**config.mk**
```make
export PLATFORM = sky130hd
export DESIGN_NAME = cpu_clk_ctrl
export DESIGN_NICKNAME = d
export VERILOG_FILES = /design/src/rtl/cpu_clk_ctrl.sv
export SDC_FILE = /design/constraint.sdc
export NUM_CORES = 1
export LEC_CHECK = 0
export BUFFER_PORTS_ARGS = -buffer_cell sky130_fd_sc_hd__buf_2
export CAP_MARGIN = 10
export CORE_AREA = 8 8 60 62
export CTS_BUF_LIST = sky130_fd_sc_hd__clkbuf_8 sky130_fd_sc_hd__clkbuf_16
export DETAILED_ROUTE_END_ITERATION = 10
export DIE_AREA = 0 0 68 70
export PLACE_DENSITY = 0.79
export SYNTH_ARGS = -nofsm -noshare
export SYNTH_HDL_FRONTEND = slang
export SYNTH_SLANG_ARGS = --single-unit
```
**constraint.sdc**
```tcl
create_clock -name clk -period 1.4 [get_ports clk]
set_input_delay 0.14 -clock clk [delete_from_list [all_inputs] [get_ports clk]]
set_output_delay 0.14 -clock clk [all_outputs]
set_load 0.01 [all_outputs]
```
**src/rtl/cpu_clk_ctrl.sv**
```systemverilog
// cpu_clk_ctrl: sequences the CPU clock-enable pulse from the free-running
// divider bus. Supports fast-run, slow-run, single-step and halt modes.
// Also debounces the step button and counts issued CPU cycles.
// Single clock domain; the CPU is gated by cpu_ce, never by a derived clock.
module cpu_clk_ctrl #(
  parameter int FAST_TAP  = 2,
  parameter int SLOW_TAP  = 24,
  parameter int DB_CYCLES = 16
) (
  input  logic        clk,
  input  logic        rst,
  input  logic [31:0] clkdiv,
  input  logic        SW2,
  input  logic        step_en,
  input  logic        halt,
  input  logic        step_btn,
  input  logic        cnt_clr,
  output logic        cpu_ce,
  output logic [1:0]  mode,
  output logic [10:0] cycle_cnt
);

  typedef enum logic [1:0] {
    HALT = 2'b00,
    FAST = 2'b01,
    SLOW = 2'b10,
    STEP = 2'b11
  } mode_t;

  localparam int DBW = $clog2(DB_CYCLES);
  localparam logic [DBW-1:0] DB_LAST = DBW'(DB_CYCLES - 1);

  mode_t          mode_q;
  mode_t          req_mode;
  logic           tap_q;
  logic           tap_cur;
  logic           tap_next;
  logic           tick;

  logic           s1;
  logic           s2;
  logic           stable;
  logic           stable_q;
  logic           step_req;
  logic [DBW-1:0] db_cnt;

  // Halt and step share the fast time base so a return to FAST is seamless.
  function automatic logic [4:0] tap_of(input mode_t m);
    return (m == SLOW) ? 5'(SLOW_TAP) : 5'(FAST_TAP);
  endfunction

  // Requested mode, strict priority: halt > step > slow > fast.
  always_comb begin
    // NOTE: a default first keeps every path assigned, so no latch is inferred.
    req_mode = FAST;
    if (halt)         req_mode = HALT;
    else if (step_en) req_mode = STEP;
    else if (SW2)     req_mode = SLOW;
  end

  // Tap history is reloaded from the incoming mode's tap, so a switch never ticks.
  assign tap_cur  = clkdiv[tap_of(mode_q)];
  assign tap_next = clkdiv[tap_of(req_mode)];
  assign tick     = tap_cur & ~tap_q;

  // Button synchroniser, debounce counter and registered rising-edge request.
  always_ff @(posedge clk) begin
    if (rst) begin
      s1       <= 1'b0;
      s2       <= 1'b0;
      stable   <= 1'b0;
      stable_q <= 1'b0;
      step_req <= 1'b0;
      db_cnt   <= '0;
    end else begin
      // NOTE: non-blocking assignments so every flop samples pre-edge values.
      s1 <= step_btn;
      s2 <= s1;
      if (s2 != stable) begin
        if (db_cnt == DB_LAST) begin
          stable <= s2;
          db_cnt <= '0;
        end else begin
          db_cnt <= db_cnt + 1'b1;
        end
      end else begin
        db_cnt <= '0;
      end
      stable_q <= stable;
      step_req <= stable & ~stable_q;
    end
  end

  // Mode register, tap history and the registered clock-enable pulse.
  always_ff @(posedge clk) begin
    if (rst) begin
      mode_q <= HALT;
      tap_q  <= 1'b0;
      cpu_ce <= 1'b0;
    end else begin
      mode_q <= req_mode;
      tap_q  <= tap_next;
      if (req_mode != mode_q) begin
        cpu_ce <= 1'b0;
      end else begin
        case (mode_q)
          FAST, SLOW: cpu_ce <= tick;
          STEP:       cpu_ce <= step_req;
          default:    cpu_ce <= 1'b0;
        endcase
      end
    end
  end

  // Issued-cycle counter; clear wins over a coincident pulse, wraps at 2048.
  always_ff @(posedge clk) begin
    if (rst || cnt_clr) cycle_cnt <= '0;
    else if (cpu_ce)    cycle_cnt <= cycle_cnt + 1'b1;
  end

  assign mode = mode_q;

endmodule

```
==> results of run 1 <==
synth_stat cells:
cell	number
or3_2	1
o21bai_1	1
or3_1	4
or4_1	3
o21ai_0	4
mux2_2	1
a21oi_1	6
clkbuf_1	2
nor2_1	12
xnor2_1	4
nand3_1	3
nor3b_1	1
buf_2	1
a2111oi_0	1
o31ai_1	3
mux2i_1	3
a32oi_1	1
ha_1	5
or2_2	2
nand2_1	5
nand4_2	1
and3_1	1
nor3_1	1
nor2b_1	5
inv_1	4
nand4_1	3
dfxtp_1	24
xor2_1	4
registers in the layout, indices dropped and copies added, names as in the netlist:
name	flops
step_req	1
cycle_cnt	11
stable	1
cpu_ce	1
stable_q	1
mode	2
tap_q	1
s2	1
db_cnt	4
s1	1
layout by cell type, fill, tap and decap left out, types with 3 or more instances in the layout:
| cell | n |
|---|---|
| a21oi_1 | 6 |
| buf_2 | 22 |
| buf_4 | 7 |
| clkbuf_8 | 3 |
| dfxtp_1 | 20 |
| ha_1 | 4 |
| inv_1 | 3 |
| mux2i_1 | 3 |
| nand2_1 | 5 |
| nand3_1 | 3 |
| nand4_1 | 3 |
| nor2_1 | 12 |
| nor2b_1 | 5 |
| o21ai_0 | 4 |
| o31ai_1 | 3 |
| or3_1 | 3 |
| or4_1 | 3 |
| xnor2_1 | 4 |
| xor2_1 | 4 |
metal layers:
layer / up-vias / part of all wire (%)
met3: 4 / 4.5
li1: 431 / -
met1: 395 / 45
met4: 0 / 1.9
met2: 18 / 48
met5: - / 0
logic make-up (layout without fill, tap and decap cells):
group,Yosys count,in the layout,share of synthesized area (%)
AOI/OAI and AO/OA,16,16,9.69
xor gates and xnor gates,8,8,6.96
adders and majority gates,5,5,6.21
buffers and inverters,7,37,2.73
DFF,24,24,47.7
muxes,4,4,4.10
and+or+nand+nor,42,42,22.6
how the worst max path moves through the flow:
stage | to | slack (ns) | cells past startpoint
finish | cycle_cnt[8]$_SDFFE_PP0P_ | 0.07 | 4
floorplan | cycle_cnt[8]$_SDFFE_PP0P_ | 0.05 | 4
global placement | cpu_ce$_SDFF_PP0_ | 0.06 | 5
detailed placement | cpu_ce$_SDFF_PP0_ | -0.09 | 5
global route | cycle_cnt[8]$_SDFFE_PP0P_ | -0.005 | 4
CTS | cycle_cnt[8]$_SDFFE_PP0P_ | 0.01 | 4
power by group through the flow:
| stage | Clock, mW | Sequential, mW | Combinational (mW) |
|---|---|---|---|
| final | 0.596 | 0.693 | 0.0806 |
| after CTS | 0.608 | 0.696 | 0.0671 |
| after detailed placement | 0 | 0.713 | 0.0637 |
| after global routing | 0.642 | 0.694 | 0.0885 |
| after floorplan | 0 | 0.713 | 0.0360 |
| after global placement | 0 | 0.712 | 0.0607 |
area by class of cell:
type                    instances  area, um^2
fillers                       265        1330
multi-input cells              75         554
flip-flops and latches         24         490
repair buffers                 29         163
clock buffers                   3        41.3
well taps                      31        38.8
clock inverters                 1        30.0
inverters                       4        15.0
through the flow:
step	instances	instance area, um^2	power [mW]
CTS	166	1270	1.37
detailed placement	162	1190	0.776
finish	167	1330	1.37
global route	167	1330	1.42
global placement	162	1190	0.773
floorplan	106	1010	0.749
what timing repair did:
| item | 4_1_cts | 5_1_grt |
|---|---|---|
| endpoints found under the setup margin | 1 | 8 |
| buffers inserted | 0 | 1 |
| resized for setup | 2 | 10 |
| pin swaps | 0 | 2 |
==> flow_metrics.py, run 1 <==
metrics = {
    "drt": {
        "dr_total_vias": 848,
        "drc": 0,
        "drt-initial-drc-count": 12,
        "wirelength_um": 2170,
        "drtAntennaViolNets": 0,
        "first_pass_iters": 4,
        "wl_per_cell_um": 13.0,
        "via_per_inst": 5.08,
    },
    "worst_setup_path": {
        "critPathBufInv": 0,
        "critPathTopFamily": "simple AND/OR/NAND/NOR gates",
        "critPathKind": "reg2reg",
        "crit_path_end_kind": "flop",
        "r2r-end": "cycle_cnt[8]$_SDFFE_PP0P_",
        "cp-startpoint": "cycle_cnt[0]$_SDFFE_PP0P_",
        "cp-start-kind": "flop",
        "r2r_slack_ns": 0.07,
        "crit_required_ns": 1.60,
        "crit_path_top_delay_cell": "or4_1",
        "r2r-start": "cycle_cnt[0]$_SDFFE_PP0P_",
        "cp.arrival_ns": 1.53,
        "cp_cell_sequence": "ha_4, nand3_1, or4_1, a21oi_1",
        "critPathMaxStageDelay_ns": 0.48,
        "critPathMaxFanout": 5,
        "rr_worst_depth": 4,
    },
    "global_route": {
        "antenna_found_initial": 0,
        "grt_max_degree": 15,
        "grtUsageMet3_pct": 2.55,
        "grt_use_met1_pct": 10.0,
        "top_usage_layer": "met2",
        "grt_overflow_total": 0,
        "grt_pass1_vias": 859,
        "met2_usage_pct": 16.2,
        "globalRouteTotalUtil_pct": 9.42,
        "grt_pass1_wl_um": 3570,
    },
    "timing": {
        "setup_slack_ns": 0.0725,
        "tightestPinTransition_ns": 0.366,
        "final.setup.tns_ns": 0,
        "fmaxAchievable_mhz": 753,
        "timing.final.max_slew_violations": 0,
        "fin_crit_ns": 1.33,
        "relSlewSlack_pct": 75.3,
        "fin_crit_sh_pct": 94.8,
        "finClkSkew_ns": 0.00362,
        "setup_viol": 0,
        "hold_viol": 0,
        "hold-worst-slack_ns": 0.0882,
    },
    "pwr": {
        "internal_power_mw": 1.11,
        "power_switching_uw": 264,
        "switching_share_pct": 19.2,
        "p_seq_share_pct": 50.6,
        "p_per_area_nw_per_um2": 1030,
        "ir_drop_mv": 0.726,
        "p_leak_nw": 0.528,
        "p_clk_share_pct": 43.5,
        "comb_power_share_pct": 5.9,
    },
    "logic_synthesis": {
        "synth_area_leaders": "dfxtp_1, ha_1, nor2_1, xnor2_1, xor2_1",
        "avgSynthCellArea_um2": 9.50,
        "yosysSeqAreaShare_pct": 47.7,
        "syn_inst": 106,
        "ys_ff_latch": 24,
        "ys_warn_count": 0,
        "synth_largest_area_cell": "dfxtp_1",
        "yosysTopAreaCellShare_pct": 47.7,
        "synth_nets": 150,
        "synth_cell_type_count": 28,
        "netlist_area_um2": 1010,
    },
    "clock_network": {
        "path_clk_slew_ns": 0.08,
        "cts_tree": "yes",
        "cts_buffers": 3,
        "clockBufferDepth": 2,
        "cts_sinks": 24,
        "htree_num_levels": 1,
        "cts_root_buffer": "clkbuf_8",
        "holdBufCountCts": 0,
        "clkLatencyLatePin_ns": 0.26,
    },
    "die": {
        "core_um2": 2660,
        "die_area_um2": 4760,
        "num_rows": 19,
        "die_y_um": 70,
        "die_x_um": 68,
        "io_pins": 53,
        "start_util_pct": 37.8,
    },
    "hold_path": {
        "hold_class": "in2reg",
        "holdPathStages": 2,
        "hold_path_startpoint": "halt",
        "holdPathEnd": "mode[0]$_SDFF_PP0_",
    },
    "finish": {
        "syn2layout_area_growth_pct": 32.3,
        "final_net_count": 181,
        "utilization_pct": 50.0,
        "drive_above_1_share_pct": 34.6,
        "insertedDiodeCount": 0,
    },
    "placement": {
        "portBuffers": 22,
        "gp_congestion": 0.721,
        "dpl_worst_slack_ns": -0.0861,
        "hpwl_um": 1620,
    },
    "run": {
        "cap_violations": 0,
    },
    "status": {
        "status": "complete, no violations",
    },
}
Power figures use the tool's default switching activity.
==> run 2: changes to the inputs <==
Settings changed: CORE_AREA 8 8 60 62 to 8 8 63 65, DIE_AREA 0 0 68 70 to 0 0 71 73, PLACE_DENSITY 0.79 to 0.7.
Clock period 1.4 ns to 1.3 ns, I/O delays scaled along.
==> flow_metrics.py, run 2 (same netlist as run 1, synthesis figures left out) <==
metrics = {
    "clock_network": {
        "cts_buffers": 3,
        "clockBufferDepth": 2,
        "holdBufCountCts": 0,
        "cts_sinks": 24,
        "cts_tree": "yes",
        "path_clk_slew_ns": 0.08,
        "cts_root_buffer": "clkbuf_8",
        "htree_num_levels": 1,
        "clkLatencyLatePin_ns": 0.26,
    },
    "die": {
        "core_um2": 2950,
        "die_x_um": 71,
        "die_y_um": 73,
        "start_util_pct": 34.1,
        "io_pins": 53,
        "die_area_um2": 5180,
        "num_rows": 20,
    },
    "worst_setup_path": {
        "r2r-start": "mode[0]$_SDFF_PP0_",
        "critPathMaxStageDelay_ns": 0.33,
        "r2r_slack_ns": 0.01,
        "crit_path_top_delay_cell": "dfxtp_2",
        "critPathMaxFanout": 4,
        "cp_cell_sequence": "inv_2, ha_2, mux2_4, a32oi_4, a2111oi_4",
        "cp.arrival_ns": 1.42,
        "rr_worst_depth": 5,
        "cp-start-kind": "flop",
        "crit_path_end_kind": "flop",
        "crit_required_ns": 1.44,
        "critPathKind": "reg2reg",
        "r2r-end": "cpu_ce$_SDFF_PP0_",
    },
    "drt": {
        "wirelength_um": 2440,
        "dr_total_vias": 912,
        "drtAntennaViolNets": 0,
        "via_per_inst": 5.09,
        "first_pass_iters": 4,
        "drt-initial-drc-count": 37,
        "wl_per_cell_um": 13.6,
        "drc": 0,
    },
    "pwr": {
        "internal_power_mw": 1.19,
        "ir_drop_mv": 0.656,
        "p_leak_nw": 0.595,
        "comb_power_share_pct": 6.6,
        "power_switching_uw": 296,
        "p_per_area_nw_per_um2": 999,
        "p_clk_share_pct": 43.6,
        "p_seq_share_pct": 49.8,
        "switching_share_pct": 19.8,
    },
    "global_route": {
        "grt_pass1_vias": 969,
        "grt_overflow_total": 0,
        "antenna_found_initial": 0,
        "grt_pass1_wl_um": 4000,
        "grt_max_degree": 15,
        "globalRouteTotalUtil_pct": 9.59,
    },
    "timing": {
        "hold-worst-slack_ns": 0.0722,
        "fin_crit_sh_pct": 99.0,
        "fmaxAchievable_mhz": 777,
        "finClkSkew_ns": 0.00357,
        "setup_viol": 0,
        "hold_viol": 0,
        "relSlewSlack_pct": 73.6,
        "tightestPinTransition_ns": 0.392,
        "fin_crit_ns": 1.29,
        "rsz0062_at_grt": "yes",
        "timing.final.max_slew_violations": 0,
    },
    "placement": {
        "dpl_cell_area_um2": 1250,
        "portBuffers": 22,
        "hpwl_um": 1750,
        "gp_congestion": 0.750,
    },
    "finish": {
        "largest-register": "cycle_cnt",
        "drive_above_1_share_pct": 52.7,
        "final_net_count": 191,
        "n_fill_cell": 273,
        "seq_area_um2": 505,
        "syn2layout_area_growth_pct": 48.1,
        "utilization_pct": 50.5,
        "layout_common_cells": "buf_2, buf_4, dfxtp_1",
        "multi_input_area_um2": 617,
        "largest_reg_flops": 11,
        "insertedDiodeCount": 0,
        "final_cell_area_um2": 1490,
        "layout_commonest_cell": "buf_2",
    },
    "run": {
        "cap_violations": 0,
    },
    "hold_path": {
        "holdPathEnd": "s1$_SDFF_PP0_",
        "holdPathStages": 2,
        "hold_path_startpoint": "step_btn",
        "hold_class": "in2reg",
    },
    "status": {
        "status": "complete, no violations",
    },
}
## run 2: changes by cell type in the layout (fill, tap and decap cells not counted), sizes merged
cell,before,now
buf,29,39
## run 2: worst max-delay path, delay by kind of cell (launching register included)
family | cells | cell delay [ns]
flip-flops | 1 | 0.33
multiplexers | 1 | 0.31
AO/OA/AOI/OAI | 2 | 0.26
adder cells (fa/ha/maj) | 1 | 0.18
buffers and inverters | 1 | 0.07
## run 2: routing by layer
| layer | global-route usage [%] | vias up | part of all wire (%) |
|---|---|---|---|
| met5 | 0 | - | 0 |
| li1 | - | 450 | - |
| met4 | 3.46 | 0 | 0.90 |
| met1 | 9.06 | 437 | 40 |
| met2 | 18.4 | 21 | 53 |
| met3 | 3.57 | 4 | 5.8 |
## run 2: metrics by stage
stage          setup slack [ns]  cells  TNS (ns)  power (mW)
2_1_floorplan           -0.0165    106   -0.0165       0.808
3_3_place_gp            -0.0609    169   -0.0609       0.835
3_5_place_dp             -0.100    169    -0.256       0.840
4_1_cts                 -0.0130    174   -0.0130        1.49
5_1_grt                 -0.0359    179   -0.0640        1.53
6_report                 0.0131    179         0        1.49
## run 2: timing repair
| action | in CTS | in global routing |
|---|---|---|
| pin swaps | 5 | 10 |
| buffers inserted | 1 | 5 |
| setup endpoints to repair | 9 | 10 |
| resized for setup | 9 | 25 |
| cloned | 0 | 0 |
## run 2: worst max-delay path by stage
stage | start | endpoint | cells after the start
finish | mode[0]$_SDFF_PP0_ | cpu_ce$_SDFF_PP0_ | 5
global route | mode[0]$_SDFF_PP0_ | cpu_ce$_SDFF_PP0_ | 4
CTS | mode[0]$_SDFF_PP0_ | cpu_ce$_SDFF_PP0_ | 5
detailed placement | mode[0]$_SDFF_PP0_ | cpu_ce$_SDFF_PP0_ | 5
global placement | mode[0]$_SDFF_PP0_ | cpu_ce$_SDFF_PP0_ | 5
floorplan | cycle_cnt[0]$_SDFFE_PP0P_ | cycle_cnt[8]$_SDFFE_PP0P_ | 4
## run 2: final cells by class
cell class / count / area share (%)
repair buffers: 39 / 16.2
well taps: 33 / 2.77
inverters: 4 / 1.01
multi-input cells: 75 / 41.4
clock inverters: 1 / 2.01
flip-flops and latches: 24 / 33.9
clock buffers: 3 / 2.77
## run 2: power by group through the flow
stage / registers (mW) / logic (mW) / clock network [mW]
floorplan: 0.769 / 0.0391 / 0
global placement: 0.767 / 0.0687 / 0
detailed placement: 0.767 / 0.0732 / 0
CTS: 0.746 / 0.0753 / 0.664
global route: 0.744 / 0.108 / 0.682
finish: 0.743 / 0.0983 / 0.649
==> run 3: changes to the inputs <==
Settings changed: CORE_AREA 8 8 63 65 to 2 2 57 59, DIE_AREA 0 0 71 73 to 0 0 59 61.
==> flow_metrics.py, run 3 (same netlist as run 1, synthesis figures left out) <==
metrics = {
    "clock_network": {
        "cts_root_buffer": "clkbuf_8",
        "cts_tree": "yes",
        "path_clk_slew_ns": 0.08,
        "holdBufCountCts": 0,
        "cts_sinks": 24,
        "cts_buffers": 3,
        "clkLatencyLatePin_ns": 0.26,
        "clockBufferDepth": 2,
        "htree_num_levels": 1,
    },
    "global_route": {
        "grt_pass1_vias": 916,
        "antenna_found_initial": 0,
        "globalRouteTotalUtil_pct": 13.4,
        "grt_max_degree": 13,
        "grt_pass1_wl_um": 3690,
        "grt_overflow_total": 0,
    },
    "timing": {
        "hold_viol": 0,
        "final.setup.tns_ns": 0,
        "relSlewSlack_pct": 73.9,
        "rsz0062_at_grt": "yes",
        "fmaxAchievable_mhz": 781,
        "hold-worst-slack_ns": 0.0815,
        "finClkSkew_ns": 0.00290,
        "fin_crit_ns": 1.28,
        "fin_crit_sh_pct": 98.5,
        "setup_viol": 0,
        "setup_slack_ns": 0.0195,
        "timing.final.max_slew_violations": 0,
        "tightestPinTransition_ns": 0.387,
    },
    "finish": {
        "layout_commonest_cell": "buf_2",
        "insertedDiodeCount": 0,
        "layoutNonFillerInstCount": 178,
        "final_net_count": 191,
        "largest_reg_flops": 11,
        "final_cell_area_um2": 1490,
        "syn2layout_area_growth_pct": 47.8,
        "layout_common_cells": "buf_2, buf_4, dfxtp_1",
        "largest-register": "cycle_cnt",
        "drive_above_1_share_pct": 53.1,
    },
    "status": {
        "status": "complete, no violations",
    },
    "drt": {
        "first_pass_iters": 4,
        "drt-initial-drc-count": 38,
        "dr_total_vias": 879,
        "via_per_inst": 4.94,
        "wirelength_um": 2250,
        "drc": 0,
        "wl_per_cell_um": 12.7,
        "drtAntennaViolNets": 0,
    },
    "die": {
        "start_util_pct": 34.1,
        "io_pins": 53,
        "num_rows": 20,
        "die_y_um": 61,
        "die_x_um": 59,
        "die_area_um2": 3600,
        "core_um2": 2950,
    },
    "placement": {
        "gp_congestion": 0.733,
        "dpl.cell_count": 171,
        "portBuffers": 22,
        "dpl_cell_area_um2": 1260,
        "dpl_worst_slack_ns": -0.109,
        "hpwl_um": 1570,
    },
    "worst_setup_path": {
        "cp.arrival_ns": 1.41,
        "cp-start-kind": "flop",
        "crit_required_ns": 1.43,
        "cp_cell_sequence": "inv_4, ha_4, mux2_4, a32oi_4, a2111oi_4",
        "critPathMaxStageDelay_ns": 0.36,
        "critPathMaxFanout": 4,
        "crit_path_top_delay_cell": "dfxtp_2",
        "crit_path_end_kind": "flop",
        "critPathKind": "reg2reg",
    },
    "pwr": {
        "p_leak_nw": 0.584,
        "ir_drop_mv": 0.894,
        "p_per_area_nw_per_um2": 848,
    },
    "run": {
        "cap_violations": 0,
    },
    "hold_path": {
        "hold_class": "in2reg",
    },
}
==> run 3: area by class of cell <==
type / count / area [um^2]
inverters: 4 / 17.5
fillers: 276 / 1460
well taps: 33 / 41.3
flip-flops and latches: 24 / 512
clock buffers: 3 / 41.3
repair buffers: 39 / 241
multi-input cells: 75 / 636
==> run 3: final timing paths <==
kind / endpoint / cells past startpoint / slack, ns / from
min: s1$_SDFF_PP0_ / 2 / 0.08 / step_btn
max reg2reg: cpu_ce$_SDFF_PP0_ / 5 / 0.02 / mode[0]$_SDFF_PP0_
min reg2reg: step_req$_SDFF_PP0_ / 1 / 0.42 / stable_q$_SDFF_PP0_
max: cpu_ce$_SDFF_PP0_ / 5 / 0.02 / mode[0]$_SDFF_PP0_
==> run 3: worst max-delay path, delay by kind of cell, from the launching register on <==
kind	cells	cell delay, ns
AOI/OAI and AO/OA	2	0.28
buffers and inverters	1	0.06
adders and majority gates	1	0.15
DFF	1	0.36
muxes	1	0.30
==> run 3: metal layers <==
| layer | share of wire, % | track usage, % | vias up |
|---|---|---|---|
| met5 | 0 | 0 | - |
| met4 | 0.67 | 4.22 | 0 |
| li1 | - | - | 450 |
| met2 | 52 | 24.4 | 22 |
| met3 | 4.5 | 4.05 | 2 |
| met1 | 43 | 15.1 | 405 |
==> run 3: stage by stage <==
stage / util (%) / power, mW
floorplan: - / 0.808
finish: 50.4 / 1.26
global placement: 42.8 / 0.835
CTS: 45.3 / 1.26
global route: 50.4 / 1.32
detailed placement: 42.8 / 0.840
==> run 3: power breakdown <==
| group | switching (mW) | internal, mW |
|---|---|---|
| clock | 0.214 | 0.207 |
| sequential | 0.00703 | 0.732 |
| combinational | 0.0538 | 0.0488 |
==> run 3: what timing repair did <==
action,4_1_cts,5_1_grt
buffers inserted,1,3
gates resized for setup,8,31
pin swaps,1,9
setup endpoints to repair,7,11
